## src/rtl/riscv_pkg.sv

```systemverilog
// Shared RV64 pipeline definitions: widths, ALU op encodings and the ID/EX payload.
// Also holds the forwarding-match helper used by the ID/EX stage.
package riscv_pkg;

    localparam int XLEN       = 64;
    localparam int REG_ADDR_W = 5;

    typedef enum logic [3:0] {
        ALU_ADD  = 4'b0000,
        ALU_SUB  = 4'b0001,
        ALU_AND  = 4'b0010,
        ALU_OR   = 4'b0011,
        ALU_XOR  = 4'b0100,
        ALU_SLL  = 4'b0101,
        ALU_SRL  = 4'b0110,
        ALU_SRA  = 4'b0111,
        ALU_SLT  = 4'b1000,
        ALU_SLTU = 4'b1001,
        ALU_MUL  = 4'b1010,
        ALU_MULH = 4'b1011,
        ALU_DIV  = 4'b1100,
        ALU_REM  = 4'b1101
    } alu_op_e;

    typedef struct packed {
        logic [XLEN-1:0]       pc;
        logic [XLEN-1:0]       rs1_data;
        logic [XLEN-1:0]       rs2_data;
        logic [XLEN-1:0]       imm;
        logic [REG_ADDR_W-1:0] rs1;
        logic [REG_ADDR_W-1:0] rs2;
        logic [REG_ADDR_W-1:0] rd;
        alu_op_e               alu_op;
        logic                  op1_sel;
        logic                  op2_sel;
        logic                  reg_write;
        logic                  mem_read;
    } id_ex_payload_t;

    // A later-stage result is usable for rs when that stage writes a non-x0 rd equal to rs.
    function automatic logic fwd_match(input logic                  reg_write,
                                       input logic [REG_ADDR_W-1:0] rd,
                                       input logic [REG_ADDR_W-1:0] rs);
        return reg_write && (rd != '0) && (rd == rs);
    endfunction

endpackage

```

## src/rtl/id_ex_stage_fwd_mux.sv

```systemverilog
// Per-operand forwarding mux: MEM result beats WB result beats register-file data.
// Index x0 always yields zero.
module fwd_mux
    import riscv_pkg::*;
(
    input  logic [REG_ADDR_W-1:0] i_rs,
    input  logic [XLEN-1:0]       i_reg_data,
    input  logic [REG_ADDR_W-1:0] i_mem_rd,
    input  logic                  i_mem_reg_write,
    input  logic [XLEN-1:0]       i_mem_result,
    input  logic [REG_ADDR_W-1:0] i_wb_rd,
    input  logic                  i_wb_reg_write,
    input  logic [XLEN-1:0]       i_wb_result,
    output logic [XLEN-1:0]       o_value
);

    always_comb begin
        o_value = i_reg_data;
        if (i_rs == '0) begin
            o_value = '0;
        end else if (fwd_match(i_mem_reg_write, i_mem_rd, i_rs)) begin
            o_value = i_mem_result;
        end else if (fwd_match(i_wb_reg_write, i_wb_rd, i_rs)) begin
            o_value = i_wb_result;
        end
    end

endmodule

```

## src/rtl/id_ex_stage.sv

```systemverilog
// ID/EX pipeline register with load-use stall and MEM/WB operand forwarding.
// One payload slot; operands are formed combinationally from the registered slot.
module id_ex_stage
    import riscv_pkg::*;
(
    input  logic                  clk,
    input  logic                  reset_n,
    input  logic                  id_valid_in,
    output logic                  id_ready_out,
    input  logic [XLEN-1:0]       id_pc_in,
    input  logic [XLEN-1:0]       id_rs1_data_in,
    input  logic [XLEN-1:0]       id_rs2_data_in,
    input  logic [REG_ADDR_W-1:0] id_rs1_in,
    input  logic [REG_ADDR_W-1:0] id_rs2_in,
    input  logic [REG_ADDR_W-1:0] id_rd_in,
    input  logic [XLEN-1:0]       id_imm_in,
    input  logic [3:0]            id_alu_op_in,
    input  logic                  id_op1_sel_in,
    input  logic                  id_op2_sel_in,
    input  logic                  id_reg_write_in,
    input  logic                  id_mem_read_in,
    input  logic                  flush_in,
    input  logic                  ex_ready_in,
    input  logic [REG_ADDR_W-1:0] mem_rd_in,
    input  logic                  mem_reg_write_in,
    input  logic                  mem_is_load_in,
    input  logic [XLEN-1:0]       mem_result_in,
    input  logic [REG_ADDR_W-1:0] wb_rd_in,
    input  logic                  wb_reg_write_in,
    input  logic [XLEN-1:0]       wb_result_in,
    output logic                  ex_valid_out,
    output logic [XLEN-1:0]       ex_operand1_out,
    output logic [XLEN-1:0]       ex_operand2_out,
    output logic [3:0]            ex_alu_op_out,
    output logic [XLEN-1:0]       ex_store_data_out,
    output logic [REG_ADDR_W-1:0] ex_rd_out,
    output logic                  ex_reg_write_out,
    output logic                  ex_mem_read_out
);

    logic           r_slot_valid;
    id_ex_payload_t r_slot;

    logic           w_hazard;
    logic           w_capture;
    logic           w_advance;
    logic [XLEN-1:0] w_fwd_rs1;
    logic [XLEN-1:0] w_fwd_rs2;
    id_ex_payload_t w_id_payload;

    // A load still in MEM cannot forward yet, so a dependent slot must wait one cycle.
    assign w_hazard = r_slot_valid && mem_is_load_in &&
                      (fwd_match(mem_reg_write_in, mem_rd_in, r_slot.rs1) ||
                       fwd_match(mem_reg_write_in, mem_rd_in, r_slot.rs2));

    assign id_ready_out = !r_slot_valid || (ex_ready_in && !w_hazard);
    assign ex_valid_out = r_slot_valid && !w_hazard;
    assign w_advance    = ex_valid_out && ex_ready_in;
    assign w_capture    = id_valid_in && id_ready_out && !flush_in;

    always_comb begin
        w_id_payload           = '0;
        w_id_payload.pc        = id_pc_in;
        w_id_payload.rs1_data  = id_rs1_data_in;
        w_id_payload.rs2_data  = id_rs2_data_in;
        w_id_payload.imm       = id_imm_in;
        w_id_payload.rs1       = id_rs1_in;
        w_id_payload.rs2       = id_rs2_in;
        w_id_payload.rd        = id_rd_in;
        w_id_payload.alu_op    = alu_op_e'(id_alu_op_in);
        w_id_payload.op1_sel   = id_op1_sel_in;
        w_id_payload.op2_sel   = id_op2_sel_in;
        w_id_payload.reg_write = id_reg_write_in;
        w_id_payload.mem_read  = id_mem_read_in;
    end

    always_ff @(posedge clk) begin
        if (!reset_n) begin
            r_slot_valid <= 1'b0;
            r_slot       <= '0;
        end else if (flush_in) begin
            r_slot_valid <= 1'b0;
        end else if (w_capture) begin
            r_slot_valid <= 1'b1;
            r_slot       <= w_id_payload;
        end else if (w_advance) begin
            r_slot_valid <= 1'b0;
        end
    end

    fwd_mux u_fwd_rs1 (
        .i_rs            (r_slot.rs1),
        .i_reg_data      (r_slot.rs1_data),
        .i_mem_rd        (mem_rd_in),
        .i_mem_reg_write (mem_reg_write_in),
        .i_mem_result    (mem_result_in),
        .i_wb_rd         (wb_rd_in),
        .i_wb_reg_write  (wb_reg_write_in),
        .i_wb_result     (wb_result_in),
        .o_value         (w_fwd_rs1)
    );

    fwd_mux u_fwd_rs2 (
        .i_rs            (r_slot.rs2),
        .i_reg_data      (r_slot.rs2_data),
        .i_mem_rd        (mem_rd_in),
        .i_mem_reg_write (mem_reg_write_in),
        .i_mem_result    (mem_result_in),
        .i_wb_rd         (wb_rd_in),
        .i_wb_reg_write  (wb_reg_write_in),
        .i_wb_result     (wb_result_in),
        .o_value         (w_fwd_rs2)
    );

    assign ex_operand1_out   = r_slot.op1_sel ? r_slot.pc  : w_fwd_rs1;
    assign ex_operand2_out   = r_slot.op2_sel ? r_slot.imm : w_fwd_rs2;
    assign ex_store_data_out = w_fwd_rs2;
    assign ex_alu_op_out     = r_slot.alu_op;
    assign ex_rd_out         = r_slot.rd;
    assign ex_reg_write_out  = r_slot.reg_write;
    assign ex_mem_read_out   = r_slot.mem_read;

endmodule

```

## config.mk

```make
export PLATFORM = sky130hd
export DESIGN_NAME = id_ex_stage
export DESIGN_NICKNAME = d
export VERILOG_FILES = /design/src/rtl/riscv_pkg.sv /design/src/rtl/id_ex_stage_fwd_mux.sv /design/src/rtl/id_ex_stage.sv
export SDC_FILE = /design/constraint.sdc
export NUM_CORES = 1
export LEC_CHECK = 0
export CAP_MARGIN = 25
export CORE_AREA = 2 2 248 250
export DETAILED_ROUTE_END_ITERATION = 8
export DIE_AREA = 0 0 250 252
export PLACE_DENSITY_LB_ADDON = 0.08
export SYNTH_ARGS = -nofsm -noshare
export SYNTH_HDL_FRONTEND = slang
export SYNTH_SLANG_ARGS = --single-unit
```

## constraint.sdc

```tcl
create_clock -name clk -period 2.8 [get_ports clk]
set_input_delay 0.42 -clock clk [delete_from_list [all_inputs] [get_ports clk]]
set_output_delay 0.42 -clock clk [all_outputs]
set_load 0.02 [all_outputs]
```

* Word-level counts from Yosys, hierarchy flattened
Index checks and enable logic that the tools add are counted.
** Word-level totals
- Bits in registers :: 280
- Input port bits :: 425
- Output and inout bits :: 205
- Logic and storage cells :: 54
** Operators by class
- Equal/unequal tests :: 4
- Multiplexer cells :: 10
- Bitwise operators :: 2
- Reductions and logical operators :: 25
** Operator list (number)
- $mux W64 :: 8
- $eq A5 B5 Y1 :: 4
- $logic_and A1 B1 Y1 :: 13
- $logic_not A5 Y1 :: 2
- $reduce_bool A5 Y1 :: 2
- $logic_not A1 Y1 :: 3
- $logic_or A1 B1 Y1 :: 2
- $mux W1 :: 2
- $not A1 Y1 :: 2
- $reduce_and A2 Y1 :: 1
- $reduce_bool A2 Y1 :: 1
- $reduce_or A2 Y1 :: 1

* Logic depth before layout (Yosys ltp)
Gate-level depths: netlist of run 1.
- Word-level depth :: 11
- Depth in mapped cells :: 9
- Gate-level depth less buffers :: 6

* By module
From an unflattened synthesis of run 1, not the netlist that was laid out.
** Second synthesis, totals
- Cell total of the unflattened synthesis :: 2015
- Area total of the unflattened synthesis :: 16221.8 sq um
** Modules (own cells, without submodules)
- id_ex_stage :: times used 1, cells each 1389, area each 12801.0 sq um, seq. area each 5605.4 sq um
- fwd_mux :: times used 2, cells each 313, area each 1710.4 sq um, seq. area each 0.0 sq um

* Worst setup path after synthesis of run 1
OpenSTA, ideal clock, no wires.
- Path kind :: input-to-output
- Start point :: input port mem_rd_in[0]
- End point :: output port ex_operand1_out[0]
- Arrival :: 2224 ps
- Required time :: 2380 ps
- Slack :: 156 ps
- Stages on the path :: 6
- Path buffers :: 1
- Cells stage by stage :: or4_1 -> o21a_1 -> nand3_1 -> or3b_1 -> buf_4 -> o21ai_0
** On the way
- Word-level cells in the longest chain between the ends :: 6
- Elaborated cells on any way between the ends :: 7
- Those cells by class :: eq/ne (1); mux (3); reduce/logical (3)
** Ends and longest elaborated chain
- start, declared :: RTL line id_ex_stage.sv:24 : input logic [REG_ADDR_W-1:0] mem_rd_in,
- $reduce_bool A5 Y1 :: RTL line riscv_pkg.sv:44 : return reg_write && (rd != '0) && (rd == rs);
- $logic_and A1 B1 Y1 :: RTL line riscv_pkg.sv:44
- $logic_and A1 B1 Y1 * :: RTL line riscv_pkg.sv:44
- $mux W64 * :: RTL line id_ex_stage_fwd_mux.sv:21 : end else if (fwd_match(i_mem_reg_write, i_mem_rd, i_rs)) begin
- $mux W64 * :: RTL line id_ex_stage_fwd_mux.sv:19 : if (i_rs == '0) begin
- $mux W64 * :: RTL line id_ex_stage.sv:115 : assign ex_operand1_out = r_slot.op1_sel ? r_slot.pc : w_fwd_rs1;
- end, declared :: RTL line id_ex_stage.sv:32 : output logic [XLEN-1:0] ex_operand1_out,
Mark *: on every way between the ends. The rest lies on a longest branch, timed or not.

* Final worst setup path of run 1
- Start point :: register r_slot[13] (netlist bit)
- End point :: output port ex_operand2_out[37]
** On the way
- Word-level cells in the longest chain between the ends :: 6
- Elaborated cells on any way between the ends :: 9
- Those cells by class :: eq/ne (2); mux (4); reduce/logical (3)
** Ends and longest elaborated chain
- start, declared :: RTL line id_ex_stage.sv:42 : id_ex_payload_t r_slot;
- start signal, assigned :: RTL line id_ex_stage.sv:85 : r_slot <= w_id_payload;
- $eq A5 B5 Y1 :: RTL line riscv_pkg.sv:44
- $logic_and A1 B1 Y1 :: RTL line riscv_pkg.sv:44
- $mux W64 :: RTL line id_ex_stage_fwd_mux.sv:23 : end else if (fwd_match(i_wb_reg_write, i_wb_rd, i_rs)) begin
- $mux W64 :: RTL line id_ex_stage_fwd_mux.sv:21
- $mux W64 * :: RTL line id_ex_stage_fwd_mux.sv:19
- $mux W64 * :: RTL line id_ex_stage.sv:116 : assign ex_operand2_out = r_slot.op2_sel ? r_slot.imm : w_fwd_rs2;
- end, declared :: RTL line id_ex_stage.sv:33 : output logic [XLEN-1:0] ex_operand2_out,
Marks and branches as above.

==> results of run 1 <==
-- synthesized netlist by cell type --
cell      number  area, sq um
a211oi_1       1         7.51
a21boi_2       1         11.3
a21oi_1        3         15.0
a22o_1        63          552
a22oi_1       64          480
a31oi_1       63          394
and2_1        64          400
and3_1         1         6.26
buf_2         32          160
buf_4         17          128
buf_6         19          214
buf_8         12          180
clkbuf_1      95          357
dfxtp_1      280         5610
inv_1          2         7.51
mux2i_1      343         3430
nand2_1      690         2590
nand2_2        1         6.26
nand2b_1       1         6.26
nand3_1        3         15.0
nor2_1        67          251
nor2b_1        1         6.26
nor3_1         3         15.0
nor3_2         1         10.0
nor4_1         1         6.26
o2111a_1       1         11.3
o21a_1         1         7.51
o21ai_0        8         40.0
o21ai_1       61          305
or3_1          1         6.26
or3b_1         1         8.76
or4_1          3         22.5
or4b_1         1         10.0
xnor2_1        8         70.1
xor2_1        12          105
-- worst max-delay path by stage --
stage,startpoint,endpoint,depth (start not counted)
5_1_grt,r_slot[13],ex_operand2_out[37],9
3_3_place_gp,wb_rd_in[4],ex_operand1_out[13],9
4_1_cts,r_slot[17],ex_operand2_out[7],10
6_report,r_slot[13],ex_operand2_out[37],9
3_5_place_dp,wb_rd_in[4],ex_operand1_out[13],9
2_1_floorplan,mem_rd_in[0],ex_operand1_out[0],6
-- through the flow --
stage	TNS [ps]	instances
global route	-77520	3454
floorplan	0	1925
finish	-58430	3457
global placement	-253260	3301
detailed placement	-257460	3301
CTS	-79740	3415
-- critical path, delay by kind of cell (launching register included) --
family          cells  cell delay, ps
compound gates      2             330
buf+inv             4             630
xor+xnor            1             160
flops               1             370
simple gates        2             750
-- power breakdown --
group / internal (W) / switching, W / total, W
Combinational: 0.00149 / 0.00149 / 0.00298
Clock: 0.00302 / 0.00197 / 0.00499
Sequential: 0.00420 / 0.000150 / 0.00435
Total: 0.00870 / 0.00361 / 0.0123
-- per-layer routing --
| metal | up-vias | GRT usage [%] | share of wire (%) |
|---|---|---|---|
| li1 | 7971 | - | - |
| met1 | 8086 | 27.7 | 40 |
| met4 | 30 | 7.75 | 2.8 |
| met2 | 532 | 43.4 | 50 |
| met3 | 144 | 6.16 | 6.4 |
| met5 | - | 0 | 0.24 |
-- flip-flops by register name (all words and copies together), names as in the netlist --
signal and cells:
r_slot 268, ex_rd_out 5, ex_reg_write_out 1, r_slot_valid 1, ex_mem_read_out 1, ex_alu_op_out 4
-- final cells by class --
cell class / count / area [sq um]
diodes: 12 / 30.0
clock buffers: 58 / 1160
clock inverters: 6 / 80.1
fillers: 5915 / 32500
inverters: 2 / 7.51
multi-input cells: 1470 / 10700
flip-flops and latches: 280 / 5640
well taps: 782 / 978
repair buffers: 847 / 9030
-- logic make-up (layout without fill, tap and decap cells) --
logic type / count (synthesis) / count (layout)
AND/OR/NAND/NOR: 839 / 841
AO/OA/AOI/OAI: 266 / 266
flip-flops: 280 / 280
other: 0 / 12
multiplexers: 343 / 343
buffers and inverters: 177 / 913
XOR/XNOR: 20 / 20
-- what timing repair did --
| action | 4_1_cts | 5_1_grt |
|---|---|---|
| endpoints found under the setup margin | 194 | 194 |
| resized for setup | 826 | 601 |
| pin swaps | 49 | 87 |
| buffers inserted | 36 | 36 |
| cloned | 17 | 7 |
==> impl_metrics.ini, run 1 <==
[setup_path]
cp_max_fo = 16
cp_cell_sequence = xnor2_4, nand3_2, or4b_4, buf_12, buf_16, buf_8, a31oi_4, a22o_1, buf_6
worst_path_max_delay_cell = or4b_4
cp_slowest_stage_delay_ps = 630
arrival_ps = 2830
r2r_start = r_slot[20]
cp.required_ps = 2380
r2r-end = ex_rd_out[4]
startpoint_type = register
reg2reg_depth = 12
reg2reg_slack_ps = 460
worst-setup-path-type = register to output pin
cp-end-kind = output pin

[job]
drv_cap = 0

[clock_network]
cts_buffer_depth = 3
numCtsBuffers = 39
cts_hold_buf = 0
htree_levels = 2
cts_tree = done
clk_pin_slew_ps = 60
insertion_delay_ps = 550
clock-sinks = 280
cts_root_buffer = clkbuf_16

[sta]
fmax_ghz = 0.308
finalSetupViolCount = 192
fin_crit_ps = 3250
max-slew-margin-rel_pct = 44.7
rsz0062_at_grt = yes
holdWs_ps = 270
hold_violations = 0
fin_skew_ps = 7.55
setup_ws_ps = -449
fin_crit_sh_pct = 116
drv_slew = 0
worstMarginPinSlew_ps = 830

[finish]
final_nets = 3065
final_cell_mix = nand2_1, clkdlybuf4s50_1, mux2i_1, dfxtp_1, buf_4
final_area_sq_um = 27600
syn_to_final_growth_pct = 78.8
layout-drive-gt1-share_pct = 28.8
utilization_pct = 45.9
final_common_cell = nand2_1

[grt]
antenna_found_initial = 27
track_usage_pct = 24.0
grt_pass1_wl_microns = 113000
grt_pass1_vias = 17100
grt_start_max_net_pins = 80
gr-total-overflow = 0

[synth]
synth_adder_area_share_pct = 0
yosysWarnings = 0
synth_area_sq_um = 15400
synthCells = 1925
ys_ff_latch = 280
synthXorXnorAreaFrac_pct = 1.13
synth.avg_cell_area_sq_um = 8.02
synth_top_family_by_area = multiplexers
synth-simple-area-share_pct = 21.8
synth_nets = 2350
muxShareOfSynthArea_pct = 22.2
ys_types = 35
ys_seq_area_share_pct = 36.3
synth_compound_area_share_pct = 11.8

[detailed_routing]
via_per_inst = 4.85
firstDrtPassIters = 6
vias = 16800
drt_iter0_drc = 829
antenna_left = 0
wl_microns = 81500
drc = 0
routedWlPerCell_microns = 23.6

[floorplanning]
row_count = 90
die_h_microns = 252
core-area_sq_um = 60100
ios = 630
start_util_pct = 25.7
die_area_sq_um = 63000
dieWidth_microns = 250

[place]
gp_congestion = 0.880
dpl_cell_area_sq_um = 23200
io_buffer_count = 629
dpl.hpwl_microns = 54900
preCtsSetupSlack_ps = -1270

[worst_hold_path]
min_to = r_slot[194]
holdPathStages = 3
hold_class = primary input to register
min-delay-start = reset_n

[power_and_ir_drop]
total_power_w = 0.0123
peakVddDrop_uv = 361
powerDensity_nw_per_um2 = 446
power.leakage_nw = 10.6

[status]
violations = setup timing
status = finished with violations
No activity file was read; power rests on OpenSTA's default activity.
==> run 2, diff against run 1 <==
--- a/config.mk
+++ b/config.mk
@@ -9,6 +9,7 @@
 export CORE_AREA = 2 2 248 250
 export DETAILED_ROUTE_END_ITERATION = 8
 export DIE_AREA = 0 0 250 252
+export HOLD_SLACK_MARGIN = 0.06
 export PLACE_DENSITY_LB_ADDON = 0.08
 export SYNTH_ARGS = -nofsm -noshare
 export SYNTH_HDL_FRONTEND = slang
==> results of run 2 <==
Same layout as run 1: the final DEF is identical, and so are final timing and power.
==> run 3, diff against run 2 <==
--- a/config.mk
+++ b/config.mk
@@ -11,6 +11,7 @@
 export DIE_AREA = 0 0 250 252
 export HOLD_SLACK_MARGIN = 0.06
 export PLACE_DENSITY_LB_ADDON = 0.08
+export SKIP_CTS_REPAIR_TIMING = 1
 export SYNTH_ARGS = -nofsm -noshare
 export SYNTH_HDL_FRONTEND = slang
 export SYNTH_SLANG_ARGS = --single-unit
==> impl_metrics.ini, run 3 (same netlist as run 1, synthesis figures left out) <==
[finish]
stdcell_count = 3425
final_nets = 3035
largest_reg_flops = 268
final_cell_mix = nand2_1, clkdlybuf4s50_1, mux2i_1, dfxtp_1, buf_4
utilization_pct = 43.6
syn_to_final_growth_pct = 69.6
largest-register = r_slot
final_area_sq_um = 26200
layout-drive-gt1-share_pct = 24.8
final_common_cell = nand2_1

[setup_path]
cp_cell_sequence = xnor2_2, nand3_2, or4b_4, buf_12, buf_16, buf_6, a31oi_4, a22o_1, buf_4
worst_path_dominant_cell_family = simple AND/OR/NAND/NOR gates
cp_max_fo = 16
cp-end-kind = output pin
startpoint_type = register
cp_slowest_stage_delay_ps = 670
worst_path_max_delay_cell = or4b_4
cp.required_ps = 2380
worst-path-buf-inv = 4
worst-setup-path-type = register to output pin
arrival_ps = 2840

[clock_network]
cts_root_buffer = clkbuf_16
clk_pin_slew_ps = 60
htree_levels = 2
cts_tree = done
insertion_delay_ps = 550
clock-sinks = 280
numCtsBuffers = 39
cts_buffer_depth = 3

[power_and_ir_drop]
power.leakage_nw = 10.3
p_clk_share_pct = 41.2
powerDensity_nw_per_um2 = 461
p_sw_w = 0.00350
p_seq_share_pct = 36.0
power.share.combinational_pct = 22.8
switching_share_pct = 29.0
p_int_w = 0.00858
peakVddDrop_uv = 360

[place]
dp_cells = 3301
gp_congestion = 0.880
io_buffer_count = 629
dpl.hpwl_microns = 54900
dpl_cell_area_sq_um = 23200

[status]
violations = setup timing
status = finished with violations

[grt]
antenna_found_initial = 26
grt_pass1_vias = 16400
track_usage_pct = 22.2
grt_pass1_wl_microns = 106000
grt_start_max_net_pins = 80
gr-total-overflow = 0

[detailed_routing]
firstDrtPassIters = 5
via_per_inst = 4.85
drc = 0
routedWlPerCell_microns = 23.2
wl_microns = 79400
vias = 16600
drt_iter0_drc = 902
antenna_left = 0

[sta]
holdWs_ps = 270
fin_crit_sh_pct = 116
drv_slew = 0
fmax_ghz = 0.307
worstMarginPinSlew_ps = 832
setup_ws_ps = -460
max-slew-margin-rel_pct = 44.6
rsz0062_at_grt = yes
fin_skew_ps = 9.17
fin_crit_ps = 3260
hold_violations = 0
finalSetupViolCount = 192

[floorplanning]
core-area_sq_um = 60100
row_count = 90
ios = 630
start_util_pct = 25.7
die_h_microns = 252
die_area_sq_um = 63000
dieWidth_microns = 250

[worst_hold_path]
hold_class = primary input to register

[job]
drv_cap = 0
[run 3: worst paths after layout]
| kind | endpoint | depth (start not counted) | start | slack (ps) |
|---|---|---|---|---|
| min reg2reg | r_slot[189] | 2 | r_slot[189] | 450 |
| max reg2reg | r_slot[265] | 12 | r_slot[20] | 430 |
| max | ex_operand2_out[35] | 9 | r_slot[13] | -460 |
| min | r_slot[194] | 3 | reset_n | 270 |
[run 3: worst min-delay path, stage by stage]
cell	delay, ps
buf_8	190
nand2_1	100
mux2i_1	50
[run 3: cell type report]
| cell class | count | area, sq um |
|---|---|---|
| diodes | 10 | 25.0 |
| well taps | 782 | 978 |
| clock inverters | 6 | 80.1 |
| clock buffers | 58 | 1160 |
| fillers | 6061 | 33900 |
| inverters | 2 | 7.51 |
| multi-input cells | 1470 | 10200 |
| flip-flops and latches | 280 | 5630 |
| repair buffers | 817 | 8140 |
[run 3: stage by stage]
step	TNS, ps	setup slack [ps]	total power, W
floorplan	0	156	0.00556
global placement	-253260	-1330	0.00701
detailed placement	-257460	-1270	0.00702
CTS	-178950	-1310	0.0121
global route	-79740	-545	0.0126
finish	-61630	-460	0.0121
[run 3: power groups by stage]
stage	combinational, W	clock, W	sequential, W
6_report	0.00276	0.00498	0.00434
5_1_grt	0.00293	0.00528	0.00436
4_1_cts	0.00263	0.00514	0.00433
3_5_place_dp	0.00261	0	0.00441
3_3_place_gp	0.00260	0	0.00441
2_1_floorplan	0.00119	0	0.00437
[run 3: per-layer routing]
layer	up-vias	share of wire [%]	GRT usage [%]
met1	7997	41	25.7
met2	539	50	40.0
met4	34	2.6	6.28
met3	131	6.5	6.02
li1	7910	-	-
met5	-	0.27	0
